==> src/rtl/uart_tx_8n1.sv <==
// UART transmitter, 8N1 (optionally 2 stop bits), LSB first.
// A one-deep holding register lets the next byte be queued while a frame is
// on the line, so consecutive frames go out back-to-back with no idle gap.
module uart_tx_8n1 #(
    parameter int CLKS_PER_BIT = 434,
    parameter int STOP_BITS    = 1
) (
    input  logic       CLOCK_50,
    input  logic       reset_n,
    input  logic       tx_valid,
    input  logic [7:0] tx_data,
    output logic       tx_ready,
    output logic       tx_busy,
    output logic       tx_done,
    output logic       uart_txd
);

    // The baud counter must also span the whole stop period, which may be
    // longer than one bit when two stop bits are configured.
    localparam int STOP_CLKS = CLKS_PER_BIT * STOP_BITS;
    localparam int CNT_W     = (STOP_CLKS > 1) ? $clog2(STOP_CLKS) : 1;

    localparam logic [CNT_W-1:0] BIT_LAST  = CNT_W'(CLKS_PER_BIT - 1);
    localparam logic [CNT_W-1:0] STOP_LAST = CNT_W'(STOP_CLKS - 1);
    localparam logic [CNT_W-1:0] CNT_ONE   = CNT_W'(1);

    typedef enum logic [1:0] {
        IDLE  = 2'd0,
        START = 2'd1,
        DATA  = 2'd2,
        STOP  = 2'd3
    } state_t;

    state_t           state_q, state_d;
    logic [CNT_W-1:0] baud_q, baud_d;
    logic [2:0]       bit_idx_q, bit_idx_d;
    logic [7:0]       shift_q, shift_d;
    logic [7:0]       hold_q, hold_d;
    logic             hold_full_q, hold_full_d;
    logic             txd_q, txd_d;
    logic             done_q, done_d;

    logic             accept;
    logic             drain;
    logic             baud_last;

    // Handshake and end-of-period detection for the current state.
    always_comb begin
        accept    = tx_valid && !hold_full_q;
        baud_last = (state_q == STOP) ? (baud_q == STOP_LAST)
                                      : (baud_q == BIT_LAST);
    end

    // Next-state logic for the frame FSM, baud counter, bit index and shifter.
    always_comb begin
        state_d   = state_q;
        baud_d    = baud_q;
        bit_idx_d = bit_idx_q;
        shift_d   = shift_q;
        drain     = 1'b0;
        done_d    = 1'b0;

        case (state_q)
            IDLE: begin
                baud_d    = '0;
                bit_idx_d = '0;
                if (hold_full_q) begin
                    drain   = 1'b1;
                    state_d = START;
                end
            end

            START: begin
                if (baud_last) begin
                    baud_d    = '0;
                    bit_idx_d = '0;
                    state_d   = DATA;
                end else begin
                    baud_d = baud_q + CNT_ONE;
                end
            end

            DATA: begin
                if (baud_last) begin
                    baud_d = '0;
                    if (bit_idx_q == 3'd7) begin
                        state_d = STOP;
                    end else begin
                        shift_d   = {1'b0, shift_q[7:1]};
                        bit_idx_d = bit_idx_q + 3'd1;
                    end
                end else begin
                    baud_d = baud_q + CNT_ONE;
                end
            end

            STOP: begin
                if (baud_last) begin
                    baud_d = '0;
                    done_d = 1'b1;
                    // A queued byte starts its frame on the very edge the
                    // stop period ends, so there is no idle gap.
                    if (hold_full_q) begin
                        drain   = 1'b1;
                        state_d = START;
                    end else begin
                        state_d = IDLE;
                    end
                end else begin
                    baud_d = baud_q + CNT_ONE;
                end
            end

            default: begin
                state_d = IDLE;
                baud_d  = '0;
            end
        endcase

        // Only a drain touches the shifter; new accepts go to the holding
        // register and never disturb the byte being sent.
        if (drain) begin
            shift_d = hold_q;
        end
    end

    // Holding register: an accept wins over a drain on the same edge.
    always_comb begin
        hold_d      = hold_q;
        hold_full_d = hold_full_q;
        if (drain) begin
            hold_full_d = 1'b0;
        end
        if (accept) begin
            hold_d      = tx_data;
            hold_full_d = 1'b1;
        end
    end

    // Line level for the next cycle, derived from where the FSM is going so
    // the registered output lines up exactly with state entry.
    always_comb begin
        case (state_d)
            START:   txd_d = 1'b0;
            DATA:    txd_d = shift_d[0];
            default: txd_d = 1'b1;
        endcase
    end

    // Control state with asynchronous reset; the line is forced idle at once.
    always_ff @(posedge CLOCK_50 or negedge reset_n) begin
        if (!reset_n) begin
            state_q     <= IDLE;
            baud_q      <= '0;
            bit_idx_q   <= '0;
            hold_full_q <= 1'b0;
            txd_q       <= 1'b1;
            done_q      <= 1'b0;
        end else begin
            state_q     <= state_d;
            baud_q      <= baud_d;
            bit_idx_q   <= bit_idx_d;
            hold_full_q <= hold_full_d;
            txd_q       <= txd_d;
            done_q      <= done_d;
        end
    end

    // Data registers carry no reset; their contents are qualified by the
    // holding-full flag and the FSM state.
    always_ff @(posedge CLOCK_50) begin
        hold_q  <= hold_d;
        shift_q <= shift_d;
    end

    assign tx_ready = !hold_full_q;
    assign tx_busy  = (state_q != IDLE);
    assign tx_done  = done_q;
    assign uart_txd = txd_q;

endmodule

==> config.mk <==
export PLATFORM = sky130hd
export DESIGN_NAME = uart_tx_8n1
export DESIGN_NICKNAME = d
export VERILOG_FILES = /design/src/rtl/uart_tx_8n1.sv
export SDC_FILE = /design/constraint.sdc
export NUM_CORES = 1
export LEC_CHECK = 0
export CORE_ASPECT_RATIO = 0.9
export CORE_MARGIN = 5
export CORE_UTILIZATION = 45
export CTS_BUF_LIST = sky130_fd_sc_hd__clkbuf_4 sky130_fd_sc_hd__clkbuf_8 sky130_fd_sc_hd__clkbuf_16
export CTS_CLUSTER_DIAMETER = 30
export CTS_CLUSTER_SIZE = 20
export DETAILED_ROUTE_END_ITERATION = 10
export PLACE_DENSITY = 0.65
export SETUP_SLACK_MARGIN = 0.2
export SLEW_MARGIN = 20
export SYNTH_ARGS = -nofsm -noshare
export SYNTH_HDL_FRONTEND = slang
export SYNTH_SLANG_ARGS = --single-unit
==> constraint.sdc <==
create_clock -name CLOCK_50 -period 2.29 [get_ports CLOCK_50]
set_clock_uncertainty 0.05 [all_clocks]
set_input_delay 0.3435 -clock CLOCK_50 [delete_from_list [all_inputs] [get_ports CLOCK_50]]
set_output_delay 0.3435 -clock CLOCK_50 [all_outputs]
set_load 0.01 [all_outputs]
[Yosys cells after proc, flatten, opt, wreduce, memory -nomap -nowiden]
Cells that the tools add are included.
Storage, ports and cells
  output and inout bits: 4
  register bits: 33
  word-level logic and storage cells: 58
  input port bits: 11
Cells by class
  equality and inequality tests: 11
  add/sub/neg operators: 2
  multiplexer cells: 25
  reductions and logical operators: 11
Operator list (count)
  $mux 8: 4
  $pmux 9 s2: 1
  $mux 2: 5
  $add 9x1->9 const B: 1
  $eq 9x9->1 const B: 1
  $mux 3: 3
  $mux 9: 1
  $pmux 3 s3: 1
  $ne 2x2->1 const B: 4
  $pmux 2 s4: 1
  $reduce_bool 2->1: 4
  $mux 1: 7
  $eq 2x2->1 const B: 3
  $eq 2x1->1 const B: 2
  $pmux 1 s2: 2
  $reduce_and 4->1: 1
  $add 3x1->3 const B: 1
  $eq 3x3->1 const B: 1
  $reduce_and 3->1: 1
  $reduce_bool 3->1: 1
  $reduce_or 3->1: 1
  $logic_not 2->1: 1
  $logic_and 1x1->1: 1
  $logic_not 1->1: 1

[Depth between registers and ports, before layout]
Gate-level depths: netlist of run 1.
  depth after elaboration: 6
  depth in mapped cells: 10
  gate-level depth less buffers: 7

[Worst setup path before layout of run 1]
OpenSTA, ideal clock, no wires.
  kind: reg-to-reg
  start: register baud_q[0]
  end: register shift_q[1] (enable)
  arrival time: 1751 ps
  cell stages (with the launch flop): 8
  setup slack: 221 ps
  clock period less this slack: 2069 ps
  library setup time: 268 ps
  path through: dfrtp_1 ha_1 and4b_1 buf_6 a31o_1 and2_4 buf_6 or2_2
Between the ends
  word-level cells in the longest chain between the ends: 5
Ends and longest elaborated chain
  start, declared: RTL line 35  | logic [CNT_W-1:0] baud_q, baud_d;
  start signal, assigned: RTL line 161  | baud_q <= baud_d;
  $eq 9x9->1 (*): RTL line 50, 51
  $mux 1: RTL line 98  | if (baud_last) begin
  $pmux 1 s2: RTL line 63  | case (state_q)
  $ne 2x2->1 (no source line) / $reduce_bool 2->1 (equally long branches)
  $reduce_and 3->1 (no source line) (*)
  end signal, assigned: RTL line 173  | shift_q <= shift_d;
  end, declared: RTL line 37  | logic [7:0] shift_q, shift_d;
Mark *: on every way between the ends. The rest lies on a longest branch, timed or not.
A chain may end at the register's enable or synchronous reset.

[Worst setup path in the final report of run 1]
  start: register state_q[0]
  end: register txd_q, in the netlist uart_txd
Between the ends
  word-level cells in the longest chain between the ends: 5
Ends and longest elaborated chain
  start, declared: RTL line 34  | state_t state_q, state_d;
  start signal, assigned: RTL line 160  | state_q <= state_d;
  $mux 2: RTL line 86  | if (bit_idx_q == 3'd7) begin
  $mux 2: RTL line 84  | if (baud_last) begin
  $pmux 2 s4: RTL line 63
  $eq 2x2->1 / $eq 2x1->1 (equally long branches): RTL line 143  | case (state_d)
  $pmux 1 s2 (*): RTL line 143
  named net txd_d: RTL line 40  | logic txd_q, txd_d;
  end signal, assigned: RTL line 164  | txd_q <= txd_d;
  end, declared: RTL line 40
The timed path passes the listed nets; every way through them passes the cells marked *. The select of a mux whose other input is x is not followed.

==> flow_summary.json, run 1 <==
{
  "die_h_um": 66.0,
  "setup_viol_count_final": 0,
  "ys_ff_latch": 33,
  "whs_path_depth": 1,
  "grt_pass1_vias": 1004,
  "relSlewSlack": 0.488,
  "synth_flop_cell": "dfrtp_1",
  "root_buffer": "clkbuf_8",
  "fin_nets": 178,
  "drv_slew": 0,
  "post-route-period-util": 0.896,
  "clk-insertion-delay-late_ps": 270,
  "firstDrtPassIters": 4,
  "synth-edff-count": 15,
  "grt_remaining_overflow": 0,
  "wl_met3_um": 218,
  "leakage_nw": 0.790,
  "max_slew.worst_pin.slew_ps": 765,
  "finalHoldViolCount": 0,
  "io_pins": 15,
  "vias": 1073,
  "ys_types": 39,
  "wl_met1_um": 1310,
  "htreeDepth": 2,
  "syn-num-nets": 156,
  "fin_crit_ps": 2050,
  "clockBufferDepth": 2,
  "holdCritPathClass": "reg -> reg",
  "top_layer": "met4",
  "async_flop_share": 0.515,
  "fin_setup_tns_ps": 0,
  "critPathMaxFanout": 4,
  "diodes": 0,
  "coreArea_um2": 3380,
  "dieArea_um2": 4770,
  "crit_type": "reg -> reg",
  "drt_iter0_drc": 54,
  "cts_buffers": 5,
  "drt.antenna.violating_nets": 0,
  "post_route_cells_drive_above_1_share": 0.145,
  "critPathRequiredTime_ps": 2430,
  "reg2regPathDepth": 7,
  "seq_area_frac_synth": 0.572,
  "layout_commonest_cell": "nand2_1",
  "rows": 20,
  "hpwl_um": 1990,
  "crit_path_start_kind": "flip-flop",
  "mostFrequentLayoutCells": "nand2_1 (18), dfrtp_1 (16), nor2_1 (15), edfxtp_1 (15), clkdlybuf4s50_1 (13)",
  "wl_met2_um": 1180,
  "cts_tree": "built",
  "area_growth_pct": 21.8,
  "clock-sinks": 33,
  "initial_core_util": 0.464,
  "cap_viol_max_count": 0,
  "gp_congestion": 0.814,
  "nFillCells": 301,
  "avgSynthCellArea_um2": 11.5,
  "critPathCaptureType": "flip-flop",
  "antenna_found_initial": 0,
  "wl_per_cell_um": 13.4,
  "fin_area_um2": 1910,
  "die-width_um": 72.2,
  "rsz0062_at_grt": "true",
  "portBuffers": 14,
  "worstPathArrival_ps": 2190,
  "max_freq_ghz": 0.487,
  "grt_max_degree": 18,
  "status": "completed",
  "yosys_warnings": 0,
  "clkSlewWorstSetupHoldPaths_ps": 60,
  "synth_area_um2": 1570,
  "placed_area_um2": 1750,
  "synth_cells": 136,
  "powerDensity_nw_per_um2": 987,
  "drc": 0,
  "grt.total_usage": 0.122,
  "peakVddDrop_mv": 0.674,
  "avgViaCountPerCell": 5.29,
  "grt_pass1_wl_um": 4520,
  "wirelength_um": 2730
}
-- cells by family after synthesis --
group           count (synthesis)  synth area share
mux                             2            0.0136
xor+xnor                        6            0.0335
simple gates                   51             0.160
compound gates                 24             0.113
buf+inv                        11            0.0359
flops                          33             0.572
fa+ha+maj                       9            0.0718
-- critical path: stages, from the launching register on --
cell and delay [ps]:
dfrtp_1 410, inv_1 140, ha_1 230, inv_1 120
o41ai_2 360, a22oi_1 170, a2111oi_4 330, mux2i_1 130
-- area by class of cell --
class	count	area, µm²	share of cell area
clock inverter	1	30.0	0.0157
timing repair buffer	19	180	0.0942
tap	44	55.1	0.0288
inverter	7	26.3	0.0137
sequential	33	897	0.469
clock buffer	7	90.1	0.0471
multi-input combinational	92	633	0.331
-- worst paths after layout --
| kind | from | endpoint | slack (ps) |
|---|---|---|---|
| max in group asynchronous | reset_n | bit_idx_q[0] | 1240 |
| worst max-delay path | state_q[0] | uart_txd | 240 |
| min in group asynchronous | reset_n | baud_q[8] | 470 |
| worst min register to register | baud_q[0] | baud_q[0] | 430 |
| worst max register to register | state_q[0] | uart_txd | 240 |
| worst min-delay path | baud_q[0] | baud_q[0] | 430 |
-- synth_stat cells (all sizes together), types with 3 or more instances --
master,n,area (µm²)
inv,7,26.3
ha,9,113
nor2,15,56.3
xnor2,3,26.3
edfxtp,15,450
xor2,3,26.3
dfrtp,16,400
nand3,3,15.0
and3,3,18.8
nand2,18,67.6
a21oi,3,15.0
o21ai,8,40.0
-- power by group --
part           leakage (nW)  switching, mW  internal, mW
sequential            0.371         0.0589         0.748
combinational         0.357          0.282         0.235
clock                0.0619          0.196         0.366
total                 0.790          0.537          1.35
-- metrics by stage --
step	worst slack, ps	power, mW	cells	hold WS [ps]	utilization
finish	238	1.89	203	431	0.566
global route	130	2.00	203	457	0.566
CTS	201	1.89	200	436	0.556
detailed placement	215	1.31	192	427	0.518
global placement	277	1.30	192	420	0.518
floorplan	221	1.17	136	-2.09	-
-- metal layers --
layer / vias up / GRT usage
met3: 4 / 0.0502
met5: - / 0
met4: 0 / 0.0423
met1: 501 / 0.174
met2: 41 / 0.166
li1: 527 / -
-- registers in the layout, indices dropped and copies added, names as in the netlist --
name,flops
hold_full_q,1
hold_q,8
baud_q,9
uart_txd,1
tx_done,1
state_q,2
shift_q,8
bit_idx_q,3
-- repair_timing --
| item | in CTS | in global routing |
|---|---|---|
| endpoints found under the setup margin | 1 | 19 |
| hold buffers | 0 | 0 |
| resized for setup | 1 | 5 |
| buffers inserted | 0 | 3 |
| pin swaps | 0 | 0 |
Power figures use the tool's default switching activity.
==> run 2: changes to the inputs <==
--- a/config.mk
+++ b/config.mk
@@ -5,14 +5,16 @@
 export SDC_FILE = /design/constraint.sdc
 export NUM_CORES = 1
 export LEC_CHECK = 0
+export CELL_PAD_IN_SITES_DETAIL_PLACEMENT = 1
+export CELL_PAD_IN_SITES_GLOBAL_PLACEMENT = 2
 export CORE_ASPECT_RATIO = 0.9
 export CORE_MARGIN = 5
-export CORE_UTILIZATION = 45
+export CORE_UTILIZATION = 37
 export CTS_BUF_LIST = sky130_fd_sc_hd__clkbuf_4 sky130_fd_sc_hd__clkbuf_8 sky130_fd_sc_hd__clkbuf_16
 export CTS_CLUSTER_DIAMETER = 30
 export CTS_CLUSTER_SIZE = 20
 export DETAILED_ROUTE_END_ITERATION = 10
-export PLACE_DENSITY = 0.65
+export PLACE_DENSITY_LB_ADDON = 0.1
 export SETUP_SLACK_MARGIN = 0.2
 export SLEW_MARGIN = 20
 export SYNTH_ARGS = -nofsm -noshare
==> run 2 against run 1 <==
- via count is 4.0% higher
- clock-buffer cell count did not move
- largest power group unchanged
- largest cell class unchanged
- hold slack lost 130 ps
- combinational power increased by 29%
- clock power up 4.1%
- critical path type unchanged
- flip-flop and latch count did not move
- fmax increased by 0.44%
- global-route usage grew 1.9 points
- highest routed layer unchanged
- critical endpoint unchanged
==> flow_summary.json, run 2 (same netlist as run 1, synthesis figures left out) <==
{
  "cap_viol_max_count": 0,
  "final_cells": 215,
  "grt_pass1_vias": 1147,
  "area_growth_pct": 28.7,
  "top_layer": "met4",
  "post_route_cells_drive_above_1_share": 0.228,
  "diodes": 0,
  "root_buffer": "clkbuf_8",
  "htreeDepth": 2,
  "grt_remaining_overflow": 0,
  "worstPathArrival_ps": 2190,
  "grt.total_usage": 0.141,
  "fin_hold_ws_ps": 302,
  "cp_top_family": "compound AO/OA/AOI/OAI gates",
  "top_register": "baud_q",
  "fin_setup_tns_ps": 0,
  "relSlewSlack": 0.711,
  "cp_cell_sequence": "ha_1 -> and4b_2 -> a31o_1 -> and2_4 -> a2111oi_4 -> mux2i_1",
  "io_pins": 15,
  "drt_iter0_drc": 81,
  "mostFrequentLayoutCells": "nand2_1 (17), dfrtp_1 (16), nor2_1 (15), edfxtp_1 (15), clkdlybuf4s50_1 (14)",
  "pwr-share-comb": 0.325,
  "critPathBufInv": 0,
  "status": "completed",
  "max_slew.worst_pin.slew_ps": 433,
  "hpwl_um": 2720,
  "clock-sinks": 33,
  "critPathRequiredTime_ps": 2440,
  "crit_type": "reg -> reg",
  "coreArea_um2": 4100,
  "layout_commonest_cell": "nand2_1",
  "clkSlewWorstSetupHoldPaths_ps": 70,
  "clockBufferDepth": 2,
  "rsz0062_at_grt": "true",
  "cts_tree": "built",
  "cpPeakStageDelay_ps": 410,
  "initial_core_util": 0.383,
  "clk-insertion-delay-late_ps": 290,
  "reg2regPathDepth": 6,
  "reg2reg_to": "uart_txd",
  "die_h_um": 71.8,
  "critPathMaxFanout": 6,
  "powerDensity_nw_per_um2": 1010,
  "dieArea_um2": 5640,
  "antenna_found_initial": 0,
  "drv_slew": 0,
  "die-width_um": 78.6,
  "wl_met2_um": 1650,
  "gp_congestion": 0.841,
  "cp_slowest_cell": "dfrtp_1",
  "seq_power_share": 0.389,
  "leakage_nw": 0.825,
  "utilization": 0.492,
  "setup_viol_count_final": 0,
  "wl_met3_um": 149,
  "place_inst": 201,
  "switching_share": 0.307,
  "grt_pass1_wl_um": 5880,
  "power_switching_uw": 629,
  "wl_per_cell_um": 17.2,
  "drt.antenna.violating_nets": 0,
  "peakVddDrop_mv": 0.490,
  "drc": 0,
  "top_regs": "baud_q: 9 flops, hold_q: 8 flops, shift_q: 8 flops",
  "p_int_mw": 1.42,
  "largest_reg_flops": 9,
  "fin_nets": 186,
  "fin_crit_ps": 2040,
  "wl_met1_um": 1810,
  "holdCritPathClass": "in -> async",
  "cts_buffers": 5,
  "grt_max_degree": 17,
  "p_clk_frac": 0.285,
  "crit_path_start_kind": "flip-flop",
  "critPathCaptureType": "flip-flop",
  "post-route-period-util": 0.892,
  "portBuffers": 14,
  "critPathLaunch": "baud_q[0]",
  "finalPower_mw": 2.05,
  "finalHoldViolCount": 0,
  "r2r-start": "baud_q[0]",
  "vias": 1116,
  "wirelength_um": 3700,
  "firstDrtPassIters": 4,
  "avgViaCountPerCell": 5.19,
  "rows": 22,
  "max_freq_ghz": 0.489,
  "reg2reg_slack_ps": 250
}
## run 2: layout make-up
| type | count | area, µm² |
|---|---|---|
| clock buffer | 7 | 90.1 |
| clock inverter | 1 | 30.0 |
| fill | 443 | 2080 |
| inverter | 7 | 26.3 |
| multi-input combinational | 92 | 666 |
| sequential | 33 | 897 |
| tap | 48 | 60.1 |
| timing repair buffer | 27 | 250 |
## run 2: worst max-delay path by stage
stage                      end  slack, ps  depth (start not counted)
detailed placement  shift_q[1]        170                          7
floorplan           shift_q[1]        220                          7
CTS                   uart_txd        220                          6
global route          uart_txd        180                          6
finish                uart_txd        250                          6
global placement    shift_q[1]        210                          5
## run 2: routing by layer
layer | track usage | vias up
met1 | 0.188 | 548
met3 | 0.0402 | 7
li1 | - | 540
met2 | 0.205 | 21
met5 | 0 | -
met4 | 0.0835 | 0
## run 2: power by group through the flow
stage,Combinational (mW),Sequential [mW],Clock [mW]
after floorplan,0.361,0.807,0
after global placement,0.539,0.812,0
after detailed placement,0.552,0.817,0
after CTS,0.586,0.798,0.600
after global routing,0.731,0.808,0.630
final,0.666,0.798,0.585
## run 2: through the flow
step / worst slack [ps] / instance area [µm²]
2_1_floorplan: 221 / 1570
3_3_place_gp: 212 / 1790
3_5_place_dp: 166 / 1790
4_1_cts: 220 / 1940
5_1_grt: 179 / 2020
6_report: 247 / 2020
## run 2: what timing repair did
| action | CTS | global route |
|---|---|---|
| pin swaps | 0 | 3 |
| hold buffers | 0 | 0 |
| buffers inserted | 2 | 4 |
| setup endpoints to repair | 9 | 12 |
| gates resized for setup | 3 | 10 |
==> run 3: changes to the inputs <==
--- a/config.mk
+++ b/config.mk
@@ -5,16 +5,18 @@
 export SDC_FILE = /design/constraint.sdc
 export NUM_CORES = 1
 export LEC_CHECK = 0
+export ABC_AREA = 1
 export CELL_PAD_IN_SITES_DETAIL_PLACEMENT = 1
 export CELL_PAD_IN_SITES_GLOBAL_PLACEMENT = 2
 export CORE_ASPECT_RATIO = 0.9
 export CORE_MARGIN = 5
-export CORE_UTILIZATION = 37
+export CORE_UTILIZATION = 31
 export CTS_BUF_LIST = sky130_fd_sc_hd__clkbuf_4 sky130_fd_sc_hd__clkbuf_8 sky130_fd_sc_hd__clkbuf_16
 export CTS_CLUSTER_DIAMETER = 30
 export CTS_CLUSTER_SIZE = 20
 export DETAILED_ROUTE_END_ITERATION = 10
 export PLACE_DENSITY_LB_ADDON = 0.1
+export RECOVER_POWER = 100
 export SETUP_SLACK_MARGIN = 0.2
 export SLEW_MARGIN = 20
 export SYNTH_ARGS = -nofsm -noshare
==> run 3 against run 2 <==
- hold slack improved by 150 ps
- die area increased by 19%
- critical path depth rose by 2
- wire length is 4.8% lower
- via count is 5.1% higher
- setup slack better by 120 ps
- critical path type unchanged
- largest power group unchanged
==> flow_summary.json, run 3 <==
{
  "status": "completed",
  "grt_pass1_vias": 1231,
  "largest_reg_flops": 9,
  "whs_path_depth": 2,
  "cts_tree": "built",
  "fin_crit_ps": 1920,
  "dieArea_um2": 6720,
  "grt_remaining_overflow": 0,
  "synth_top_area_share": 0.280,
  "grt_pass1_wl_um": 6040,
  "worstPathArrival_ps": 2100,
  "max_slew.worst_pin.slew_ps": 977,
  "mostFrequentLayoutCells": "nand2_1 (48), inv_1 (16), nand3_1 (16), dfrtp_1 (16)",
  "synth_area_um2": 1610,
  "drc": 0,
  "clockBufferDepth": 2,
  "drt.antenna.violating_nets": 0,
  "critPathMaxFanout": 10,
  "finalHoldViolCount": 0,
  "final_cells": 258,
  "wl_per_cell_um": 13.7,
  "finalPower_mw": 1.08,
  "setup_viol_count_final": 0,
  "reg2reg_to": "bit_idx_q[1]",
  "die_h_um": 78.3,
  "synthTopCellsByArea": "edfxtp_1 (28%), dfrtp_1 (25%), nand2_1 (10%)",
  "syn-num-nets": 187,
  "fin_nets": 212,
  "clk-insertion-delay-late_ps": 280,
  "synth_cells": 167,
  "critPathBufInv": 3,
  "yosys_warnings": 0,
  "diodes": 0,
  "area_growth_pct": 18.5,
  "clkSlewWorstSetupHoldPaths_ps": 70,
  "crit_type": "reg -> reg",
  "gp_congestion": 0.727,
  "grt.total_usage": 0.115,
  "top_regs": "baud_q: 9 flops, hold_q: 8 flops, shift_q: 8 flops",
  "async_flop_share": 0.515,
  "leakage_nw": 0.917,
  "r2r-start": "state_q[1]",
  "ys_ff_latch": 33,
  "avgViaCountPerCell": 4.55,
  "fin_setup_tns_ps": 0,
  "antenna_found_initial": 0,
  "cap_viol_max_count": 0,
  "vias": 1173,
  "layout_commonest_cell": "nand2_1",
  "reg2regPathDepth": 8,
  "nFillCells": 588,
  "peakVddDrop_mv": 0.215,
  "cp_top_family": "compound AO/OA/AOI/OAI gates",
  "fin_hold_ws_ps": 451,
  "synthTopCellsByCount": "nand2_1 (44), dfrtp_1 (16), inv_1 (16), edfxtp_1 (15)",
  "seq_area_frac_synth": 0.558,
  "grt_max_degree": 18,
  "reg2reg_slack_ps": 370,
  "htreeDepth": 2,
  "root_buffer": "clkbuf_8",
  "cpPeakStageDelay_ps": 380,
  "rows": 24,
  "portBuffers": 14,
  "post_route_cells_drive_above_1_share": 0.104,
  "yosysMostFrequentCell": "nand2_1",
  "ys_types": 25,
  "initial_core_util": 0.326,
  "drv_slew": 0,
  "die-width_um": 85.9,
  "min_to": "shift_q[0]",
  "hpwl_um": 2770,
  "hold_buffers": 0,
  "holdCritPathClass": "reg -> reg",
  "clock-sinks": 33,
  "post-route-period-util": 0.840,
  "relSlewSlack": 0.348,
  "io_pins": 15,
  "synth_area_leader_cell": "edfxtp_1",
  "place_inst": 248,
  "rsz0062_at_grt": "false",
  "synth-edff-count": 15,
  "max_freq_ghz": 0.520,
  "cp_slowest_cell": "dfrtp_1",
  "min_from": "hold_q[0]",
  "cp_cell_sequence": "clkbuf_1 -> ha_1 -> inv_1 -> nor2_1 -> nand3_1 -> clkinv_2 -> o21ai_0 -> a22o_1",
  "cts_buffers": 5,
  "critPathCaptureType": "flip-flop",
  "wirelength_um": 3520,
  "drt_iter0_drc": 32,
  "firstDrtPassIters": 4,
  "coreArea_um2": 4920,
  "synth_flop_cell": "dfrtp_1",
  "critPathRequiredTime_ps": 2460,
  "avgSynthCellArea_um2": 9.62,
  "crit_path_start_kind": "flip-flop",
  "powerDensity_nw_per_um2": 565,
  "top_register": "baud_q"
}
run 3: cell count changes in the layout (fill, tap and decap cells not counted), moves of 9 or more:
cell	previous run	this run
nand2_1	17	48
clkdlybuf4s50_1	14	0
dlygate4sd3_1	0	13
nand3_1	3	16
buf_4	12	1
inv_1	7	16
run 3: worst max-delay path by stage:
stage / slack (ps) / startpoint / to / depth (start not counted)
after floorplan: 670 / state_q[0] / shift_q[1] / 5
after global placement: 450 / state_q[1] / tx_busy / 4
after detailed placement: 410 / state_q[0] / tx_busy / 4
after CTS: 430 / state_q[1] / tx_busy / 4
after global routing: 190 / state_q[1] / bit_idx_q[0] / 9
final: 370 / state_q[1] / bit_idx_q[1] / 8
run 3: timing repair:
item	4_1_cts	5_1_grt
setup endpoints to repair	1	0
buffers inserted	2	0
resized for setup	1	0
run 3: routing by layer:
layer,part of all wire,GRT usage
met5,0,0
met4,0.0043,0.0380
met3,0.030,0.0346
met2,0.47,0.183
met1,0.50,0.149
run 3: power by group:
group | internal, mW | switching [mW]
Combinational | 0.0129 | 0.0106
Clock | 0.210 | 0.223
Sequential | 0.618 | 0.000365
Total | 0.841 | 0.234
run 3: logic make-up after synthesis:
logic type      after synthesis  share of synthesized area
simple gates                 95                      0.279
flops                        33                      0.558
buf+inv                      18                     0.0459
compound gates               10                     0.0358
fa+ha+maj                     9                     0.0701
xor+xnor                      2                     0.0109
run 3: area by class of cell:
cell class                 count  area, µm²  share of cell area
sequential                    33        897               0.471
multi-input combinational    116        608               0.319
timing repair buffer          18        158              0.0828
tap                           65       81.3              0.0427
inverter                      18       73.8              0.0388
clock buffer                   5       68.8              0.0361
clock inverter                 3       17.5             0.00920
run 3: worst register-to-register path, cell delays in order (launching register included):
cell	delay, ps
dfrtp_1	380
clkbuf_1	140
ha_1	240
inv_1	120
nor2_1	60
nand3_1	160
clkinv_2	180
o21ai_0	340
a22o_1	190
run 3: metrics by stage:
| step | utilization | worst slack [ps] | cell area [µm²] |
|---|---|---|---|
| after floorplan | - | 675 | 1610 |
| after global placement | 0.374 | 452 | 1840 |
| after detailed placement | 0.374 | 410 | 1840 |
| after CTS | 0.395 | 435 | 1940 |
| after global routing | 0.387 | 194 | 1900 |
| final | 0.387 | 366 | 1900 |
